$ cat config.mk
export PLATFORM = sky130hd
export DESIGN_NAME = seg7_scan_ctrl_flat
export DESIGN_NICKNAME = d
export VERILOG_FILES = /design/src/rtl/seg7_scan_ctrl_pkg.sv /design/src/rtl/seg7_scan_ctrl_if.sv /design/src/rtl/seg7_decoder.sv /design/src/rtl/seg7_scan_ctrl.sv /design/src/flat_wrapper.sv
export SDC_FILE = /design/constraint.sdc
export NUM_CORES = 1
export LEC_CHECK = 0
export CAP_MARGIN = 20
export CORE_ASPECT_RATIO = 0.5
export CORE_MARGIN = 8
export CORE_UTILIZATION = 50
export CTS_BUF_LIST = sky130_fd_sc_hd__clkbuf_2
export DETAILED_ROUTE_END_ITERATION = 10
export PLACE_DENSITY = 0.7
export SLEW_MARGIN = 5
export SYNTH_ARGS = -nofsm -noshare
export SYNTH_HDL_FRONTEND = slang
export SYNTH_SLANG_ARGS = --single-unit
$ cat constraint.sdc
create_clock -name clk -period 4 [get_ports clk]
set_clock_uncertainty 0.05 [all_clocks]
set_input_delay 0.8 -clock clk [delete_from_list [all_inputs] [get_ports clk]]
set_output_delay 0.8 -clock clk [all_outputs]
set_load 0.02 [all_outputs]
$ cat src/rtl/seg7_scan_ctrl_pkg.sv
// Shared constants for the 7-segment scan controller: FSM encodings, segment
// bit positions and the counter-width helper.
package seg7_scan_ctrl_pkg;

  localparam logic [0:0] ST_BLANK = 1'b0;
  localparam logic [0:0] ST_DISP  = 1'b1;

  localparam logic [7:0]  SEG_OFF   = 8'h00;
  localparam int unsigned DP_BIT    = 7;
  localparam int unsigned BCD_WIDTH = 4;

  // Width of a counter that must reach max(a, b) - 1; never narrower than 1 bit.
  function automatic int unsigned cnt_width(int unsigned a, int unsigned b);
    int unsigned m;
    m = (a > b) ? a : b;
    return (m > 1) ? $clog2(m) : 1;
  endfunction

endpackage

$ cat src/rtl/seg7_scan_ctrl_if.sv
// Frame-load handshake between the application (master) and the scan
// controller (slave).
interface seg7_scan_ctrl_if #(
  parameter int unsigned NUM_DIGITS = 8
);

  logic                    load_valid;
  logic                    load_ready;
  logic [4*NUM_DIGITS-1:0] load_data;
  logic [NUM_DIGITS-1:0]   load_blank;
  logic [NUM_DIGITS-1:0]   load_dp;

  modport master (
    output load_valid,
    output load_data,
    output load_blank,
    output load_dp,
    input  load_ready
  );

  modport slave (
    input  load_valid,
    input  load_data,
    input  load_blank,
    input  load_dp,
    output load_ready
  );

endinterface

$ cat src/rtl/seg7_decoder.sv
// Combinational BCD to 7-segment decoder, segments {g,f,e,d,c,b,a}, 1 = on.
// Codes 10..15 light nothing.
module seg7_decoder
  import seg7_scan_ctrl_pkg::*;
(
  input  logic [BCD_WIDTH-1:0] bcd,
  output logic [6:0]           seg
);

  always_comb begin
    seg = 7'h00;
    case (bcd)
      4'd0:    seg = 7'h3F;
      4'd1:    seg = 7'h06;
      4'd2:    seg = 7'h5B;
      4'd3:    seg = 7'h4F;
      4'd4:    seg = 7'h66;
      4'd5:    seg = 7'h6D;
      4'd6:    seg = 7'h7D;
      4'd7:    seg = 7'h07;
      4'd8:    seg = 7'h7F;
      4'd9:    seg = 7'h6F;
      default: seg = 7'h00;
    endcase
  end

endmodule

$ cat src/rtl/seg7_scan_ctrl.sv
// Time-multiplexed scan controller for an N-digit common-cathode display with a
// double-buffered frame that is swapped only at the frame boundary.
module seg7_scan_ctrl
  import seg7_scan_ctrl_pkg::*;
#(
  parameter int unsigned NUM_DIGITS = 8,
  parameter int unsigned DWELL_CYC  = 50000,
  parameter int unsigned BLANK_CYC  = 500
) (
  input  logic                  clk,
  input  logic                  rst_n,
  seg7_scan_ctrl_if.slave       load,
  output logic [7:0]            seg,
  output logic [NUM_DIGITS-1:0] com_n,
  output logic                  frame_done
);

  localparam int unsigned CntW  = cnt_width(DWELL_CYC, BLANK_CYC);
  localparam int unsigned IdxW  = $clog2(NUM_DIGITS);
  localparam int unsigned DataW = BCD_WIDTH * NUM_DIGITS;

  localparam logic [CntW-1:0] DwellLast = CntW'(DWELL_CYC - 1);
  localparam logic [CntW-1:0] BlankLast = CntW'(BLANK_CYC - 1);
  localparam logic [IdxW-1:0] IdxLast   = IdxW'(NUM_DIGITS - 1);

  logic [0:0]      state_q, state_d;
  logic [CntW-1:0] cnt_q, cnt_d;
  logic [IdxW-1:0] idx_q, idx_d;
  logic            lead_q, lead_d;
  logic            wrap;

  logic [DataW-1:0]      active_data_q, pend_data_q;
  logic [NUM_DIGITS-1:0] active_blank_q, pend_blank_q;
  logic [NUM_DIGITS-1:0] active_dp_q, pend_dp_q;
  logic                  pend_full_q;
  logic                  accept, copy;

  logic [BCD_WIDTH-1:0]  nibble;
  logic [6:0]            glyph;
  logic [7:0]            seg_d;
  logic [NUM_DIGITS-1:0] com_n_d;

  // The reset BLANK period is a lead-in: it leaves idx at 0 so the first lit
  // digit is digit 0, and it is not a frame boundary.
  always_comb begin
    state_d = state_q;
    cnt_d   = cnt_q + 1'b1;
    idx_d   = idx_q;
    lead_d  = lead_q;
    wrap    = 1'b0;
    case (state_q)
      ST_DISP: begin
        if (cnt_q == DwellLast) begin
          state_d = ST_BLANK;
          cnt_d   = '0;
        end
      end
      ST_BLANK: begin
        if (cnt_q == BlankLast) begin
          state_d = ST_DISP;
          cnt_d   = '0;
          lead_d  = 1'b0;
          if (!lead_q) begin
            if (idx_q == IdxLast) begin
              idx_d = '0;
              wrap  = 1'b1;
            end else begin
              idx_d = idx_q + 1'b1;
            end
          end
        end
      end
      default: begin
        state_d = ST_BLANK;
        cnt_d   = '0;
      end
    endcase
  end

  always_ff @(posedge clk or negedge rst_n) begin
    if (!rst_n) begin
      state_q    <= ST_BLANK;
      cnt_q      <= '0;
      idx_q      <= '0;
      lead_q     <= 1'b1;
      frame_done <= 1'b0;
    end else begin
      state_q    <= state_d;
      cnt_q      <= cnt_d;
      idx_q      <= idx_d;
      lead_q     <= lead_d;
      frame_done <= wrap;
    end
  end

  // A full pending slot blocks accepts, so an accept and a copy are never
  // simultaneous; an accept on a wrap with an empty slot waits for the next wrap.
  assign load.load_ready = ~pend_full_q;
  assign accept          = load.load_valid & ~pend_full_q;
  assign copy            = wrap & pend_full_q;

  always_ff @(posedge clk or negedge rst_n) begin
    if (!rst_n) begin
      pend_full_q    <= 1'b0;
      pend_data_q    <= '0;
      pend_blank_q   <= '0;
      pend_dp_q      <= '0;
      active_data_q  <= '0;
      active_blank_q <= '1;
      active_dp_q    <= '0;
    end else begin
      if (accept) begin
        pend_full_q  <= 1'b1;
        pend_data_q  <= load.load_data;
        pend_blank_q <= load.load_blank;
        pend_dp_q    <= load.load_dp;
      end else if (copy) begin
        pend_full_q    <= 1'b0;
        active_data_q  <= pend_data_q;
        active_blank_q <= pend_blank_q;
        active_dp_q    <= pend_dp_q;
      end
    end
  end

  assign nibble = active_data_q[idx_q*BCD_WIDTH +: BCD_WIDTH];

  seg7_decoder u_decoder (
    .bcd (nibble),
    .seg (glyph)
  );

  always_comb begin
    seg_d   = SEG_OFF;
    com_n_d = '1;
    if (state_q == ST_DISP) begin
      com_n_d = ~(NUM_DIGITS'(1) << idx_q);
      if (!active_blank_q[idx_q]) begin
        seg_d[6:0]    = glyph;
        seg_d[DP_BIT] = active_dp_q[idx_q];
      end
    end
  end

  always_ff @(posedge clk or negedge rst_n) begin
    if (!rst_n) begin
      seg   <= SEG_OFF;
      com_n <= '1;
    end else begin
      seg   <= seg_d;
      com_n <= com_n_d;
    end
  end

endmodule

$ cat src/flat_wrapper.sv
// flat-port wrapper written by rule: the top's interface ports become plain ports
module seg7_scan_ctrl_flat import seg7_scan_ctrl_pkg::*;
#(
  parameter int unsigned NUM_DIGITS = 8,
  parameter int unsigned DWELL_CYC  = 50000,
  parameter int unsigned BLANK_CYC  = 500
)
  (clk, rst_n, seg, com_n, frame_done, load_load_valid, load_load_data, load_load_blank, load_load_dp, load_load_ready);
  seg7_scan_ctrl_if #(.NUM_DIGITS(NUM_DIGITS)) load_i ();
  input  logic clk;
  input  logic rst_n;
  output logic [7:0] seg;
  output logic [NUM_DIGITS-1:0] com_n;
  output logic frame_done;
  input wire logic [$bits(load_i.load_valid)-1:0] load_load_valid;
  input wire logic [$bits(load_i.load_data)-1:0] load_load_data;
  input wire logic [$bits(load_i.load_blank)-1:0] load_load_blank;
  input wire logic [$bits(load_i.load_dp)-1:0] load_load_dp;
  output wire logic [$bits(load_i.load_ready)-1:0] load_load_ready;
  assign load_i.load_valid = load_load_valid;
  assign load_i.load_data = load_load_data;
  assign load_i.load_blank = load_load_blank;
  assign load_i.load_dp = load_load_dp;
  assign load_load_ready = load_i.load_ready;
  seg7_scan_ctrl #(.NUM_DIGITS(NUM_DIGITS), .DWELL_CYC(DWELL_CYC), .BLANK_CYC(BLANK_CYC)) u_core (.clk(clk), .rst_n(rst_n), .load(load_i), .seg(seg), .com_n(com_n), .frame_done(frame_done));
endmodule
==> out/metrics.cfg <==
[run_status]
status=finished, final reports clean

[placed_design]
dpl_cell_area_sq_um=6630
numPortBuffers=68
dp_cells=596
hpwl_mm=7.93
gp_congestion=0.787

[power_and_ir_drop]
p_sw_mw=0.562
max-vdd-ir-drop_mv=0.178
powerDensity_nw_per_um2=351
swShare=0.232
combPwrFrac=0.057
p_total_mw=2.42
internal_power_mw=1.86
power_leakage_nw=3.14
p_seq_frac=0.605
clkPwrFrac=0.338

[synth]
synth_cell_type_count=42
synthTopCellsByArea=dfrtp_1, mux2_2, dfstp_2, mux4_2, ha_1
synth_seq_area_share=0.586
yosysTopAreaCell=dfrtp_1
synth_seq_cells=135
avgSynthCellArea_sq_um=14.7
yosys_warnings=0
synth_cells=395
synth_top_area_frac=0.509
synthArstFlopShare=1.00
synthesis.nets=458
synthesis.area_sq_um=5800
synth_ff_type=dfrtp_1
synth-edff-count=0

[clock_tree]
postCtsHoldBufs=0
clock-sinks=135
cts_setup_buffers=0
cts_root_buf=clkbuf_2
cts_tree=yes
cts_buffer_depth=2
numCtsBuffers=17
htreeDepth=4
clock_latency_ps=630
ctsResizeCount=0
cts.clk_slew.worst_paths_ps=190

[final_layout]
final_nets=534
antenna_cells_inserted=0
fill_cells=828
reg.largest.list=u_core.active_data_q (32), u_core.pend_data_q (32), u_core.cnt_q (16)
drive_above_1_share=0.353
fin_area_sq_um=6890
final_cells=629
area_growth_pct=18.9

[detailed_routing]
vias_per_cell=5.39
first_pass_iters=4
initialDrtViolationCount=146
drcViolationCount=0
routedWlPerCell_microns=17.6
totalWireLength_mm=11.1
via_count=3390
postRouteAntennaNets=0

[floorplan]
die_area_sq_um=15500
rows=27
ioPinCount=69
die_height_microns=92.1
coreArea_sq_um=11100
floorplan.initialDensity=0.520
die_x_microns=168

[global_route]
antenna_found_initial=0
grt_usage=0.153
grt_max_degree=70
grt_first_pass_wirelength_mm=18.9
grt.overflow.total=0
grt_pass1_vias=3672

[timing]
finalSetupViolCount=0
report.final.slew_viol_count=0
rsz0062_at_grt=false
fmax_mhz=353
worst_pin_slew_ps=862
tns_ps=0
fin_crit_ps=2830
period_share=0.709
slew_headroom=0.425
final_hold_viol_count=0

[setup_path]
crit_type=flop to flop
crit_required_ps=4470
r2r_setup_slack_ps=1170
cp_max_fo=37
critPathArrivalTime_ps=3300
end_kind=flop
cp-start-kind=flop

[run]
drv_cap=0

[min_path]
worstHoldPathType=primary input to async pin

## path summary, 6_finish.rpt
kind	endpoint	start	depth (start not counted)
setup / recovery	u_core.active_data_q[1]	u_core.idx_q[1]	6
min in group clk	u_core.cnt_q[0]	u_core.cnt_q[0]	1
setup reg to reg	u_core.active_data_q[1]	u_core.idx_q[1]	6
hold / removal	u_core.pend_dp_q[0]	rst_n	1
hold reg to reg	u_core.cnt_q[0]	u_core.cnt_q[0]	1
max in group asynchronous	u_core.active_data_q[30]	rst_n	3
## metal layers
metal	vias to the layer above	GRT usage	wire length [microns]
li1	1571	-	-
met2	68	0.242	5290
met3	5	0.0428	407
met4	0	0.0576	61
met5	-	0	0
met1	1746	0.200	5310
## cells by family after synthesis
group,Yosys count,share of synthesized area
mux,116,0.253
xor+xnor,13,0.0196
compound gates,18,0.0183
flops,135,0.586
buf+inv,29,0.0237
fa+ha+maj,12,0.0259
simple gates,72,0.0725
## cell usage after synthesis, drive strengths merged, types with 2 or more instances
cell type    n
dfrtp      118
nand4        6
and2         2
xor2         7
and4         2
a21oi        2
nor4b        2
nor4         2
o22ai        3
o21ai        8
dfstp       17
o21a         2
a21boi       2
mux2i        5
mux4        12
xnor2        6
nor3         3
clkbuf       5
buf         13
mux2        99
inv         11
and3         2
nor2        15
ha          12
or4b         2
nand2       17
nand3       10
or4          2
nor2b        2
## final cells by class
type	instances	area, sq um	area share
Sequential cell	135	3400	0.493
Clock inverter	15	161	0.0234
Timing Repair Buffer	75	756	0.110
Inverter	11	41.3	0.00599
Tap cell	145	181	0.0263
Multi-Input combinational cell	231	2270	0.329
Clock buffer	17	85.1	0.0123
## metrics by stage
stage / worst slack, ps / util / hold slack (ps)
2_1_floorplan: 1550 / - / 398
3_3_place_gp: 1040 / 0.594 / 417
3_5_place_dp: 963 / 0.594 / 440
4_1_cts: 915 / 0.616 / 175
5_1_grt: 1050 / 0.618 / 180
6_report: 1170 / 0.618 / 208
## critical path, cell delays in order (launching register included)
cell	delay (ps)
dfrtp_1	640
ha_1	260
ha_1	210
inv_1	70
or4_2	890
buf_12	270
mux2_2	300
## cell usage in the layout, fill, tap and decap left out, types with 12 or more instances in the layout
| cell type | n |
|---|---|
| clkdlybuf4s50_1 | 67 |
| dfstp_2 | 17 |
| mux4_2 | 12 |
| ha_1 | 12 |
| dfrtp_1 | 118 |
| clkbuf_2 | 17 |
| nand2_1 | 17 |
| mux2_2 | 90 |
| nor2_1 | 15 |
## power groups by stage
| stage | sequential [mW] | clock, mW | combinational (mW) |
|---|---|---|---|
| final | 1.47 | 0.819 | 0.137 |
| after global routing | 1.47 | 0.920 | 0.153 |
| after CTS | 1.47 | 0.849 | 0.141 |
| after detailed placement | 1.49 | 0 | 0.140 |
| after global placement | 1.49 | 0 | 0.134 |
| after floorplan | 1.47 | 0 | 0.0555 |
(Power assumes the default switching activity.)
